===== src/rtl/timer_counter.sv =====
// Programmable 32-bit down-counting timer with a bus register interface and a maskable interrupt.
// Supports one-shot (Mode 0, 2, 3) and auto-reload (Mode 1) operation.
module timer_counter (
    input  logic        clk,
    input  logic        rst,
    input  logic        sel,
    input  logic        we,
    input  logic [1:0]  addr,
    input  logic [31:0] wdata,
    output logic [31:0] rdata,
    output logic        irq
);

    typedef enum logic [1:0] {
        IDLE,
        LOAD,
        CNT,
        INT
    } state_t;

    state_t      state;
    logic        enable;
    logic [1:0]  mode;
    logic        im;
    logic [31:0] preset;
    logic [31:0] count;
    logic        irq_flag;

    logic wr_ctrl;
    logic wr_preset;

    assign wr_ctrl   = sel && we && (addr == 2'd0);
    assign wr_preset = sel && we && (addr == 2'd1);

    always_ff @(posedge clk or posedge rst) begin
        if (rst) begin
            state    <= IDLE;
            enable   <= 1'b0;
            mode     <= 2'd0;
            im       <= 1'b0;
            preset   <= '0;
            count    <= '0;
            irq_flag <= 1'b0;
        end else begin
            // A register write clears the flag, but a flag raised on this same edge survives.
            if (wr_ctrl || wr_preset)
                irq_flag <= 1'b0;

            case (state)
                IDLE: begin
                    if (enable)
                        state <= LOAD;
                end
                LOAD: begin
                    count <= preset;
                    state <= CNT;
                end
                CNT: begin
                    if (!enable) begin
                        state <= IDLE;
                    end else if (count <= 32'd1) begin
                        count    <= '0;
                        irq_flag <= 1'b1;
                        state    <= INT;
                    end else begin
                        count <= count - 32'd1;
                    end
                end
                INT: begin
                    if (mode == 2'd1) begin
                        irq_flag <= 1'b0;
                        state    <= LOAD;
                    end else begin
                        enable <= 1'b0;
                        state  <= IDLE;
                    end
                end
            endcase

            // Placed after the FSM so a CTRL write overrides the one-shot Enable clear.
            if (wr_ctrl) begin
                enable <= wdata[0];
                mode   <= wdata[2:1];
                im     <= wdata[3];
            end
            if (wr_preset)
                preset <= wdata;
        end
    end

    always_comb begin
        rdata = '0;
        case (addr)
            2'd0:    rdata = {28'd0, im, mode, enable};
            2'd1:    rdata = preset;
            2'd2:    rdata = count;
            default: rdata = '0;
        endcase
    end

    assign irq = im & irq_flag;

endmodule


===== config.mk =====
export PLATFORM = sky130hd
export DESIGN_NAME = timer_counter
export DESIGN_NICKNAME = d
export VERILOG_FILES = /design/src/rtl/timer_counter.sv
export SDC_FILE = /design/constraint.sdc
export NUM_CORES = 1
export LEC_CHECK = 0
export CORE_ASPECT_RATIO = 1.1
export CORE_UTILIZATION = 45
export DETAILED_ROUTE_END_ITERATION = 10
export GPL_ROUTABILITY_DRIVEN = 0
export GPL_TIMING_DRIVEN = 0
export PLACE_DENSITY = 0.7
export REMOVE_ABC_BUFFERS = 1
export SYNTH_ARGS = -nofsm -noshare
export SYNTH_HDL_FRONTEND = slang
export SYNTH_SLANG_ARGS = --single-unit
export TNS_END_PERCENT = 100

===== constraint.sdc =====
create_clock -name clk -period 3.1 [get_ports clk]
set_input_delay 0.62 -clock clk [delete_from_list [all_inputs] [get_ports clk]]
set_output_delay 0.62 -clock clk [all_outputs]
set_load 0.05 [all_outputs]

[Yosys cells after proc, flatten, opt, wreduce, memory -nomap -nowiden]
Index checks and enable logic that the tools add are counted.
Widths: inputs -> output; s select.
Cells by class
  add/sub/neg operators: 1
  magnitude comparators: 1
  equality and inequality tests: 10
  muxes and demuxes: 17
  bitwise gates (word level): 1
  reductions and logical operators: 11
Operator list (count)
  $pmux 32 s3: 1
  $mux 32: 2
  $pmux 32 s2: 1
  $le 32x1->1 const B: 1
  $sub 32x1->32 const B: 1
  $mux 1: 8
  $pmux 2 s4: 1
  $eq 2x1->1 const B: 3
  $eq 2x2->1 const B: 3
  $mux 2: 3
  $ne 2x2->1 const B: 3
  $reduce_and 2->1: 3
  $logic_not 2->1: 2
  $reduce_bool 2->1: 2
  $logic_and 1x1->1: 3
  $ne 3x3->1 const B: 1
  $pmux 1 s2: 1
  $and 1x1->1: 1
  $logic_or 1x1->1: 1
Word-level totals
  flip-flop bits (word level): 71
  input bits: 38
  output and inout bits: 33
  word-level logic and storage cells: 48

[Longest topological paths before layout]
Gate-level depths: netlist of run 1.
  word-level depth: 7
  mapped depth: 7
  mapped depth without buffers: 7

[Least setup slack after synthesis of run 1]
OpenSTA, ideal clock, no wires.
  path kind: input to output
  start point: input port addr[0]
  end point: output port rdata[10]
  arrival time: 2.146 ns
  required time: 2.480 ns
  setup slack: 0.334 ns
  stages on the path: 5
  path buffers: 3
  cell sequence: clkbuf_1 > nor2b_1 > clkbuf_1 > buf_1 > a22o_1
On the way
  word-level cells in the longest chain between the ends: 2
  elaborated cells on any way between the ends: 4
  those cells by class: eq/ne (2); mux (1); reduce/logical (1)
RTL lines
  start, declared: RTL line 8  | input logic [1:0] addr,
  $eq 2x2->1 (tied with other cells): RTL line 93  | case (addr)
  $pmux 32 s3 *: RTL line 93
  end, declared: RTL line 10  | output logic [31:0] rdata,
Every way passes the cells marked *; elsewhere a longest branch is shown, timed or not.

[Final worst setup path of run 1]
  start point: input port addr[1]
  end point: output port rdata[1]
Same word-level chain as after synthesis.

==> out/results.ini, run 1 <==
[status]
status = completed

[cts]
cts-buffers-inserted = 9
cts_tree = done
clock_latency_ps = 350
cts_buffer_depth = 2
clock_sinks = 71
clockRootBuffer = clkbuf_8
holdBufCountCts = 0
clk_pin_slew_ps = 80
htreeDepth = 3

[yosys]
ys_async_sr_fraction_pct = 100
synth_compound_area_share_pct = 23.2
synth_top_family_by_area = compound AO/OA/AOI/OAI gates
ys_seq_elements = 71
synth_top_area_share_pct = 43.9
syn_area_per_cell_sq_um = 10.3
yosys.area_share.simple_pct = 17.2
synthFlopType = dfrtp_1
syn_inst = 393
synth_edf_count = 0
ys_top_cells_by_area = dfrtp_1, mux2_2, a22o_1
yosysSeqAreaShare_pct = 43.9
yosysUniqueCellTypes = 52
yosys_warnings = 0
synth_mux_area_share_pct = 11.0
synth-xor-area-share_pct = 0
netlist.top_cell.by_area = dfrtp_1
syn-cell-area_sq_um = 4050
yosys.area_share.adder_pct = 0.618

[placement]
io_buffer_count = 70
dp_hpwl_um = 7040
pre_cts_ws_ps = -817

[power_and_ir_drop]
p_leak_nw = 2.01
ir_drop_mv = 0.323
total_power_mw = 4.42
power.density_nw_per_um2 = 877

[timing]
min_period_ps = 3030
layout_setup_ws_ps = 65.8
finalSetupViolCount = 0
setup-tns-final_ps = 0
worst_pin_slew_ps = 857
rsz0062_at_grt = false
fin_worst_skew_ps = 15.2
fin_crit_sh_pct = 97.9
slew_violations = 0
whs_ps = 531
relSlewSlack_pct = 42.8
hold_viol = 0
max_freq_ghz = 0.330

[detailed_routing]
initialDrtViolationCount = 225
wl_per_cell_um = 19.0
ant_nets = 0
drt_wl_total_um = 10800
drc = 0
drtPass1Iterations = 5
via_per_inst = 6.38
vias = 3625

[final_layout]
drive_gt1_share_pct = 24.7
final_util_pct = 59.0
final_common_cell = dfrtp_1
diodes = 0
area_growth_pct = 24.4
nNetsFinal = 493
layout_common_cells = dfrtp_1, clkdlybuf4s50_1, mux2_2, a22o_1, nand2_1

[setup_path]
critPathArrivalTime_ps = 2410
end_kind = output port
startpoint = addr[1]
timing.rr.end = count[21]$_DFFE_PP0P_
cp_max_fo = 16
rrSetupSlack_ps = 180
start_kind = primary input
critical_path_class = primary input to output port
rr_startpoint = state[0]$_DFFE_PP0P_
r2r_cells = 5
required_ps = 2480

[global_route]
grt_usage_pct = 24.1
antenna_found_initial = 0
grt_max_degree = 50
grt_overflow = 0
grt_pass1_wl_um = 17700
grt_pass1_vias = 3449

[die]
fp.dieW_um = 92.5
core_area_sq_um = 8540
die-area_sq_um = 9380
start_util_pct = 47.4
pin_count = 71
die_y_um = 102
core.rowCount = 35

[run]
cap_violations = 0

[worst_hold_path]
whs_path_depth = 2
hold_end = count[7]$_DFFE_PP0P_
hold_path_class = flop to flop
hold_start = preset[7]$_DFFE_PP0P_

## worst max-delay path by stage
stage,to,cells past startpoint
6_report,rdata[1],6
5_1_grt,rdata[1],6
4_1_cts,rdata[28],5
2_1_floorplan,count[21]$_DFFE_PP0P_,5
3_3_place_gp,count[21]$_DFFE_PP0P_,5
3_5_place_dp,rdata[15],5
## final cells by class
type	count	area (sq um)
sequential	71	1780
multi-input combinational	281	2150
inverter	8	32.5
tap	111	139
clock buffer	11	131
fill	754	3500
clock inverter	4	47.5
timing repair buffer	82	761
## kinds of logic after synthesis
kind of cell,Yosys count
AO/OA/AOI/OAI,120
multiplexers,40
AND/OR/NAND/NOR,119
flip-flops,71
buffers and inverters,41
adder cells (fa/ha/maj),2
## registers in the layout (all words and copies together) (netlist names)
| signal | count |
|---|---|
| count | 32 |
| preset | 32 |
| im | 1 |
| state | 2 |
| irq_flag | 1 |
| mode | 2 |
| enable | 1 |
## repair_timing
| action | CTS | global route |
|---|---|---|
| hold endpoints to repair | 0 | 0 |
| endpoints found under the setup margin | 90 | 42 |
| setup buffers | 2 | 5 |
| gates resized for setup | 58 | 46 |
| pin swaps | 0 | 1 |
## Yosys cell counts (3+ instances only)
library cell and n:
a21oi_1 12, a22o_1 28, a22oi_1 7, a31oi_1 3
a32oi_1 15, and2_1 3, buf_1 7, buf_2 3
clkbuf_1 20, dfrtp_1 71, inv_1 7, mux2_2 35
mux2i_1 5, nand2_1 28, nand3_1 19, nand3b_1 3
nand4_1 8, nor2_1 12, nor2b_1 5, nor3_1 7
nor4_1 5, o2111ai_1 4, o211a_1 3, o211ai_1 14
o21ai_0 12, o311a_1 4, o311ai_0 8, or3_1 9
or4_1 4, or4_4 3
## worst max-delay path, cell delays in order
cell and delay (ps):
clkdlybuf4s50_1 660, nor2b_4 270, buf_8 190, nand2_1 60, o21ai_0 90, clkdlybuf4s15_1 520
## stage by stage
step	area, sq um	std cells
2_1_floorplan	3910	360
3_3_place_gp	4750	541
3_5_place_dp	4880	546
4_1_cts	5100	563
5_1_grt	5040	568
6_report	5040	568
## per-layer routing
metal  global-route usage [%]  part of all wire, %  vias up
met5                        0                    0        -
li1                         -                    -     1673
met3                     3.23                  5.3       24
met4                     9.74                  2.1        0
met2                     39.1                   47      139
met1                     32.8                   45     1789
## power breakdown
| part | internal (mW) | switching (mW) |
|---|---|---|
| logic | 0.767 | 1.15 |
| clock network | 0.365 | 0.350 |
| registers | 1.26 | 0.524 |
(Power assumes the default switching activity.)
==> run 2, diff against run 1 <==
==> constraint.sdc (replaced) <==
create_clock -name clk -period 3.8 [get_ports clk]
set_input_delay 0.76 -clock clk [delete_from_list [all_inputs] [get_ports clk]]
set_output_delay 0.76 -clock clk [all_outputs]
set_load 0.05 [all_outputs]
==> out/results.ini, run 2 (synthesized netlist as in run 1, its figures left out) <==
[final_layout]
final_util_pct = 59.9
area_growth_pct = 26.2
largestRegisters = count (32), preset (32)
final_area_sq_um = 5110
final_common_cell = dfrtp_1
final_cells = 563
layout_common_cells = dfrtp_1, clkdlybuf4s50_1, mux2_2, nand2_1, a22o_1
drive_gt1_share_pct = 16.6
fill_cells = 740
nNetsFinal = 488
diodes = 0

[timing]
slew_violations = 0
setup-tns-final_ps = 0
min_period_ps = 3720
relSlewSlack_pct = 41.8
hold_viol = 0
fin_crit_sh_pct = 97.8
rsz0062_at_grt = false
finalSetupViolCount = 0
max_freq_ghz = 0.269
worst_pin_slew_ps = 870
fin_worst_skew_ps = 12.7

[global_route]
grt_usage_pct = 24.0
grt_pass1_vias = 3495
grt_max_degree = 50
antenna_found_initial = 0
grt_overflow = 0
grt_pass1_wl_um = 17600

[placement]
io_buffer_count = 70
placed_cell_area_sq_um = 4880
dp_cells = 546
dp_hpwl_um = 7040

[run]
cap_violations = 0

[setup_path]
cp_max_fo = 15
end_kind = output port
required_ps = 3040
rrSetupSlack_ps = 470
critical_path_class = primary input to output port
critPathArrivalTime_ps = 2960
timing.rr.end = count[21]$_DFFE_PP0P_
r2r_cells = 5
start_kind = primary input
rr_startpoint = state[0]$_DFFE_PP0P_

[detailed_routing]
drc = 0
vias = 3614
wl_per_cell_um = 19.0
initialDrtViolationCount = 214
ant_nets = 0
drt_wl_total_um = 10700
via_per_inst = 6.42
drtPass1Iterations = 5

[cts]
clk_pin_slew_ps = 80
htreeDepth = 3
clock_latency_ps = 350
clock_sinks = 71
holdBufCountCts = 0
cts-buffers-inserted = 9
cts_buffer_depth = 2
clockRootBuffer = clkbuf_8
cts_tree = done

[worst_hold_path]
hold_end = count[7]$_DFFE_PP0P_
whs_path_depth = 2
hold_path_class = flop to flop
hold_start = preset[7]$_DFFE_PP0P_

[power_and_ir_drop]
ir_drop_mv = 0.260
power.density_nw_per_um2 = 714
total_power_mw = 3.65
p_leak_nw = 1.97

[die]
core_area_sq_um = 8540
start_util_pct = 47.4
pin_count = 71
die_y_um = 102
die-area_sq_um = 9380
core.rowCount = 35
fp.dieW_um = 92.5

[status]
status = completed

run 2: cell count changes in the layout (fill, tap and decap cells not counted), sizes merged:
| cell | delta |
|---|---|
| clkbuf | -25 |
| buf | -5 |
| clkdlybuf4s50 | +31 |
| dlymetal6s2s | +1 |
| clkdlybuf4s15 | -7 |
run 2: worst max path at each step:
stage	slack (ps)	cells past startpoint	end	start
final	80	5	rdata[16]	addr[0]
after global routing	10	5	rdata[16]	addr[0]
after CTS	50	5	count[21]$_DFFE_PP0P_	state[0]$_DFFE_PP0P_
after detailed placement	-400	5	rdata[15]	addr[0]
after global placement	-2640	5	count[21]$_DFFE_PP0P_	state[0]$_DFFE_PP0P_
after floorplan	-110	5	count[21]$_DFFE_PP0P_	state[0]$_DFFE_PP0P_
run 2: report_power, final:
| part | total [mW] | switching [mW] | internal, mW |
|---|---|---|---|
| combinational | 1.62 | 0.937 | 0.679 |
| clock | 0.581 | 0.283 | 0.298 |
| sequential | 1.45 | 0.422 | 1.03 |
run 2: layer usage:
| layer | vias up | global-route usage [%] | share of wire, % |
|---|---|---|---|
| li1 | 1662 | - | - |
| met1 | 1779 | 32.3 | 44 |
| met2 | 149 | 39.0 | 47 |
| met3 | 24 | 3.45 | 6.3 |
| met4 | 0 | 10.3 | 2.1 |
| met5 | - | 0 | 0 |
run 2: repair_timing:
action	in CTS	in global routing
endpoints found under the setup margin	32	1
resized for setup	2	1
gates cloned	0	0
pin swaps	0	0
setup buffers	2	0
run 2: critical path, stage by stage:
cell             delay, ps
clkdlybuf4s50_1        730
nor2b_4                280
buf_8                  180
a22o_1                 190
clkdlybuf4s50_1        810
run 2: cell type report:
class	instances	area [sq um]	area share (%)
sequential	71	1780	34.8
clock inverter	4	47.5	0.930
timing repair buffer	77	843	16.5
multi-input combinational	281	2140	41.9
clock buffer	11	131	2.57
inverter	8	32.5	0.636
tap	111	139	2.72
run 2: stage by stage:
step	hold slack (ps)	worst slack, ps
floorplan	479	-114
global placement	505	-2640
detailed placement	515	-397
CTS	531	47.8
global route	556	12.7
finish	535	82.8
==> edit 1: new RTL, config.mk and constraints of run 1 <==
Re-encode `state_t` (4 states) as one-hot, 4 bits wide.
--- a/src/rtl/timer_counter.sv
+++ b/src/rtl/timer_counter.sv
@@ -12,9 +12,9 @@
 );
 
-    typedef enum logic [1:0] {
-        IDLE,
-        LOAD,
-        CNT,
-        INT
+    typedef enum logic [3:0] {
+        IDLE = 4'b0001,
+        LOAD = 4'b0010,
+        CNT  = 4'b0100,
+        INT  = 4'b1000
     } state_t;
 
Check against the original RTL: no difference found for any inputs over 4 cycles, from zero or initial values and one cycle with rst high; so few cycles prove little.
==> edit 1 against run 1 <==
Wire length increased by 9.1%; hold slack about the same; count of clock-buffer cells in the layout unchanged; design area increased by 9.5%; sequential cell count increased by 2; highest routed layer unchanged; sequential share of layout area decreased by 2.1 points; first-iteration DRC count increased by 27%; area after synthesis increased by 8.3%; non-clock buffer count decreased by 1; worst setup slack improved by 3.9 ps.
Power is not compared: it rests on default switching activity, and its combinational part moved more than twofold at a synthesized area within 25%.
==> edit 1: results (changes against run 1) <==
WHS Endpoint im$_DFFE_PP0P_ (was count[7]$_DFFE_PP0P_); HP Class reg -> reg (unchanged); H-tree Lvls 3 (unchanged); global-route wire length before repair 18600 um (was 17700 um); Yosys top cell area share 41.1% (was 43.9%); compound-gate portion of the synthesized area 23.3% (was 23.2%); later-pin clock latency in the skew report 370 ps (was 350 ps); worst slew pin tran 1170 ps (was 857 ps); Port Buffers 70 (unchanged); R2R depth 6 (was 5); Wirelength per Cell 18.8 um (was 19.0 um); Crit path arrival time 2410 ps (about the same); TritonCTS Buffers 9 (unchanged); postcts setup bufs 5 (was 2); critical-path maximum fanout 8 (was 16); worst flop-to-flop path endpoint count[19]$_DFFE_PP0P_ (was count[21]$_DFFE_PP0P_); layout cell share with drive strength beyond 1 17.6% (was 24.7%); Max Clock Skew 11.3 ps (was 15.2 ps); largest net degree at the start of global routing 45 (was 50); Iteration-0 DRC Markers 285 (was 225); vias after detailed routing 4006 (was 3625); post-synthesis xor/xnor area fraction 0% (unchanged); drt first pass iters 6 (was 5); vias in the first global route 3637 (was 3449); sequential area share after synthesis 41.7% (was 43.9%); post-synthesis mux area share 10.8% (was 11.0%); # diodes 0 (unchanged); clock-pin slew on the worst setup and hold paths 80 ps (about the same); R2R setup slack 210 ps (was 180 ps); Nets 545 (was 493); worst hold slack 530 ps (was 531 ps); Yosys cell types 60 (was 52); hold path cells 1 (was 2); asr flop ratio synth 100% (unchanged); Post-DP HPWL 7730 um (was 7040 um); post-CTS resize count 36 (was 58); YS warnings 0 (unchanged); P_leak around 0.0025 uW; initial antenna violation count 0 (unchanged); synth top area cells dfrtp_1 (41%), mux2_2 (9.0%), a22o_1 (7.8%) (was dfrtp_1 (44%), mux2_2 (9.7%), a22o_1 (6.1%)); post-synthesis adder-cell area fraction 0.570% (was 0.618%); status finished, final reports clean (unchanged); maximum VDD drop 0.356 mV; crit path to rdata[30] (was rdata[1]); crit path from addr[0] (was addr[1]); Root Driver clkbuf_8 (unchanged); clk buf depth 2 (unchanged); Commonest cells post-synth dfrtp_1 (72), a22o_1 (39), mux2_2 (35), nand2_1 (35), nor2_1 (29) (was dfrtp_1 (71), mux2_2 (35), a22o_1 (28), nand2_1 (28), clkbuf_1 (20)); gr usage total 24.2% (was 24.1%); top flop regs count x32, preset x32, state x4 (was count x32, preset x32); min-delay src im$_DFFE_PP0P_ (was preset[7]$_DFFE_PP0P_); r2r startpoint count[6]$_DFFE_PP0P_ (was state[0]$_DFFE_PP0P_)
## edit 1: cell count changes in the layout (fill, tap and decap cells not counted), sizes merged, moves of 9 or more
cell / before / now
a22o: 28 / 39
a32oi: 15 / 1
nor3: 8 / 19
o41ai: 0 / 9
nor2: 12 / 29
clkbuf: 36 / 18
o211ai: 15 / 0
o31ai: 2 / 18
dlygate4sd2: 0 / 15
## edit 1: final cells by class
class | instances | area [um^2]
Clock buffer | 11 | 151
Timing Repair Buffer | 81 | 817
Inverter | 10 | 40.0
Clock inverter | 5 | 125
Multi-Input combinational cell | 330 | 2410
Fill cell | 820 | 3880
Tap cell | 117 | 146
Sequential cell | 73 | 1830
## edit 1: cells by family after synthesis
logic type / count (synthesis)
AO/OA/AOI/OAI: 135
adder cells (fa/ha/maj): 2
flip-flops: 73
multiplexers: 43
AND/OR/NAND/NOR: 149
buffers and inverters: 48
## edit 1: per-stage QoR
stage	setup TNS [ps]	area [um^2]	std cells	setup WS [ps]	util, %
4_1_cts	0	5520	627	22.7	58.7
3_3_place_gp	-215900	5070	599	-2660	53.9
3_5_place_dp	-35980	5200	605	-778	55.3
6_report	0	5520	627	69.7	58.7
2_1_floorplan	-13950	4220	412	-436	-
5_1_grt	0	5520	627	0.0828	58.7
## edit 1: layer usage
layer  part of all wire, %  GRT usage [%]  vias up  wire [um]
met5                     0              0        -          0
met1                    47           34.2     2004       5520
met4                   1.8           9.70        0        210
li1                      -              -     1860          -
met3                   4.2           2.74       16        497
met2                    47           37.3      126       5540
## edit 1: critical path, cell delays in order
cell and delay [ps]:
clkdlybuf4s50_1 690, nor2b_4 260, buf_4 190, a22o_1 160, clkdlybuf4s15_1 490
## edit 1: power by group
group | switching [uW] | internal (uW)
Clock | 374 | 659
Sequential | 92.3 | 1060
Combinational | 279 | 240
Total | 745 | 1950
==> edit 2: new RTL, flow settings as in run 1 <==
Made on the original files. Make the reset (`rst`) synchronous in one clocked block.
--- a/src/rtl/timer_counter.sv
+++ b/src/rtl/timer_counter.sv
@@ -33,5 +33,5 @@
     assign wr_preset = sel && we && (addr == 2'd1);
 
-    always_ff @(posedge clk or posedge rst) begin
+    always_ff @(posedge clk) begin
         if (rst) begin
             state    <= IDLE;
Formal check against the unedited RTL: differs if rst is asserted again (counterexample within 4 cycles, from zero or initial values and one cycle with rst high); with rst held inactive, the same outputs for 4 cycles.
==> edit 2 against run 1 <==
Worst setup slack improved by 11 ps; wire length rose by 6.2%; sequential cell count did not move; non-clock buffer count fell by 5; design area fell by 2.8%; sequential share of layout area fell by 6.3 points; maximum frequency rose by 0.37%; clock skew fell by 5.7 ps; area after synthesis fell by 0.15%; critical path type unchanged; critical endpoint is now rdata[17]; largest cell class unchanged; highest routed layer unchanged.
Power is not compared: it rests on default switching activity, and its combinational part moved more than twofold at a synthesized area within 25%.
==> edit 2: results (changes against run 1) <==
r2r startpoint count[0]$_SDFFE_PP0P_ (was state[0]$_DFFE_PP0P_); crit path to rdata[17] (was rdata[1]); GR Layer Usage met1 32.3% (was 32.8%); Yosys cell types 58 (was 52); Commonest cells post-synth nand2_1 (96), dfxtp_1 (71), a21oi_1 (55) (was dfrtp_1 (71), mux2_2 (35), a22o_1 (28), nand2_1 (28), clkbuf_1 (20)); R2R depth 7 (was 5); gr usage total 24.8% (was 24.1%); Iteration-0 DRC Markers 302 (was 225); global-route wire length before repair 18600 um (was 17700 um); met3 usage 5.11% (was 3.23%); Setup WS pre-CTS -677 ps (was -817 ps); synth top area cells dfxtp_1 (35%), nand2_1 (8.9%), a21oi_1 (6.8%) (was dfrtp_1 (44%), mux2_2 (9.7%), a22o_1 (6.1%)); Tmin final 3020 ps (was 3030 ps); largest net degree at the start of global routing 38 (was 50); met2 routed wirelength 5340 um (was 5120 um); area post-placement 4740 um^2 (was 4880 um^2); Mean Syn Cell Area 7.56 um^2 (was 10.3 um^2); Post-DP HPWL 7360 um (was 7040 um); met3 WL 702 um (was 576 um); vias after detailed routing 4205 (was 3625); sequential area share after synthesis 35.1% (was 43.9%); Max Clock Skew 9.50 ps (was 15.2 ps); Nets 616 (was 493); Critical Path Max Stage Delay 720 ps (was 660 ps); status finished, final reports clean (unchanged); DP Cell Count 672 (was 546); critical-path maximum fanout 19 (was 16); Wirelength per Cell 16.6 um (was 19.0 um); crit path from addr[0] (was addr[1]); layout cell share with drive strength beyond 1 12.6% (was 24.7%); ys flop type dfxtp_1 (was dfrtp_1); worst flop-to-flop path endpoint count[22]$_SDFFE_PP0P_ (was count[21]$_DFFE_PP0P_); Finished Layout Cells 692 (was 568); DRT met1 WL 5190 um (was 4870 um); asr flop ratio synth 0% (was 100%); HP Class reg -> reg (unchanged)
-- edit 2: area by class of cell --
type                            instances  area (um^2)
Sequential cell                        71         1420
Clock buffer                           13          169
Fill cell                             824         3640
Timing Repair Buffer                   77          708
Multi-Input combinational cell        411         2400
Clock inverter                          3         40.0
Inverter                                6         22.5
Tap cell                              111          139
-- edit 2: worst min-delay path by stage --
stage,start,endpoint,slack [ps],cells after the start
after floorplan,preset[0]$_SDFFE_PP0P_,preset[0]$_SDFFE_PP0P_,440,2
after global placement,preset[16]$_SDFFE_PP0P_,preset[16]$_SDFFE_PP0P_,460,2
after detailed placement,preset[10]$_SDFFE_PP0P_,preset[10]$_SDFFE_PP0P_,460,2
after CTS,preset[19]$_SDFFE_PP0P_,preset[19]$_SDFFE_PP0P_,470,2
after global routing,preset[28]$_SDFFE_PP0P_,preset[28]$_SDFFE_PP0P_,480,2
final,preset[16]$_SDFFE_PP0P_,preset[16]$_SDFFE_PP0P_,470,2
-- edit 2: cell families (layout without fill, tap and decap cells) --
family	count (synthesis)	in the layout	synth area share (%)
DFF	71	71	35.1
muxes	12	12	3.03
AOI/OAI and AO/OA	172	172	27.6
and+or+nand+nor	222	223	26.7
xor gates and xnor gates	2	2	0.433
adders and majority gates	2	2	0.619
buffers and inverters	54	99	6.40
-- edit 2: metrics by stage --
step	total power (uW)	utilization [%]	hold slack, ps
3_3_place_gp	1270	54.4	456
4_1_cts	2070	58.5	474
3_5_place_dp	1280	55.5	461
2_1_floorplan	1140	-	438
6_report	2070	57.3	471
5_1_grt	2150	57.3	485
-- edit 2: what timing repair did --
item                                    CTS  global route
resized for setup                        56            45
endpoints found under the setup margin   95            57
pin swaps                                 1             1
buffers inserted                          2             1
cloned                                    1             0
endpoints found under the hold margin     0             0
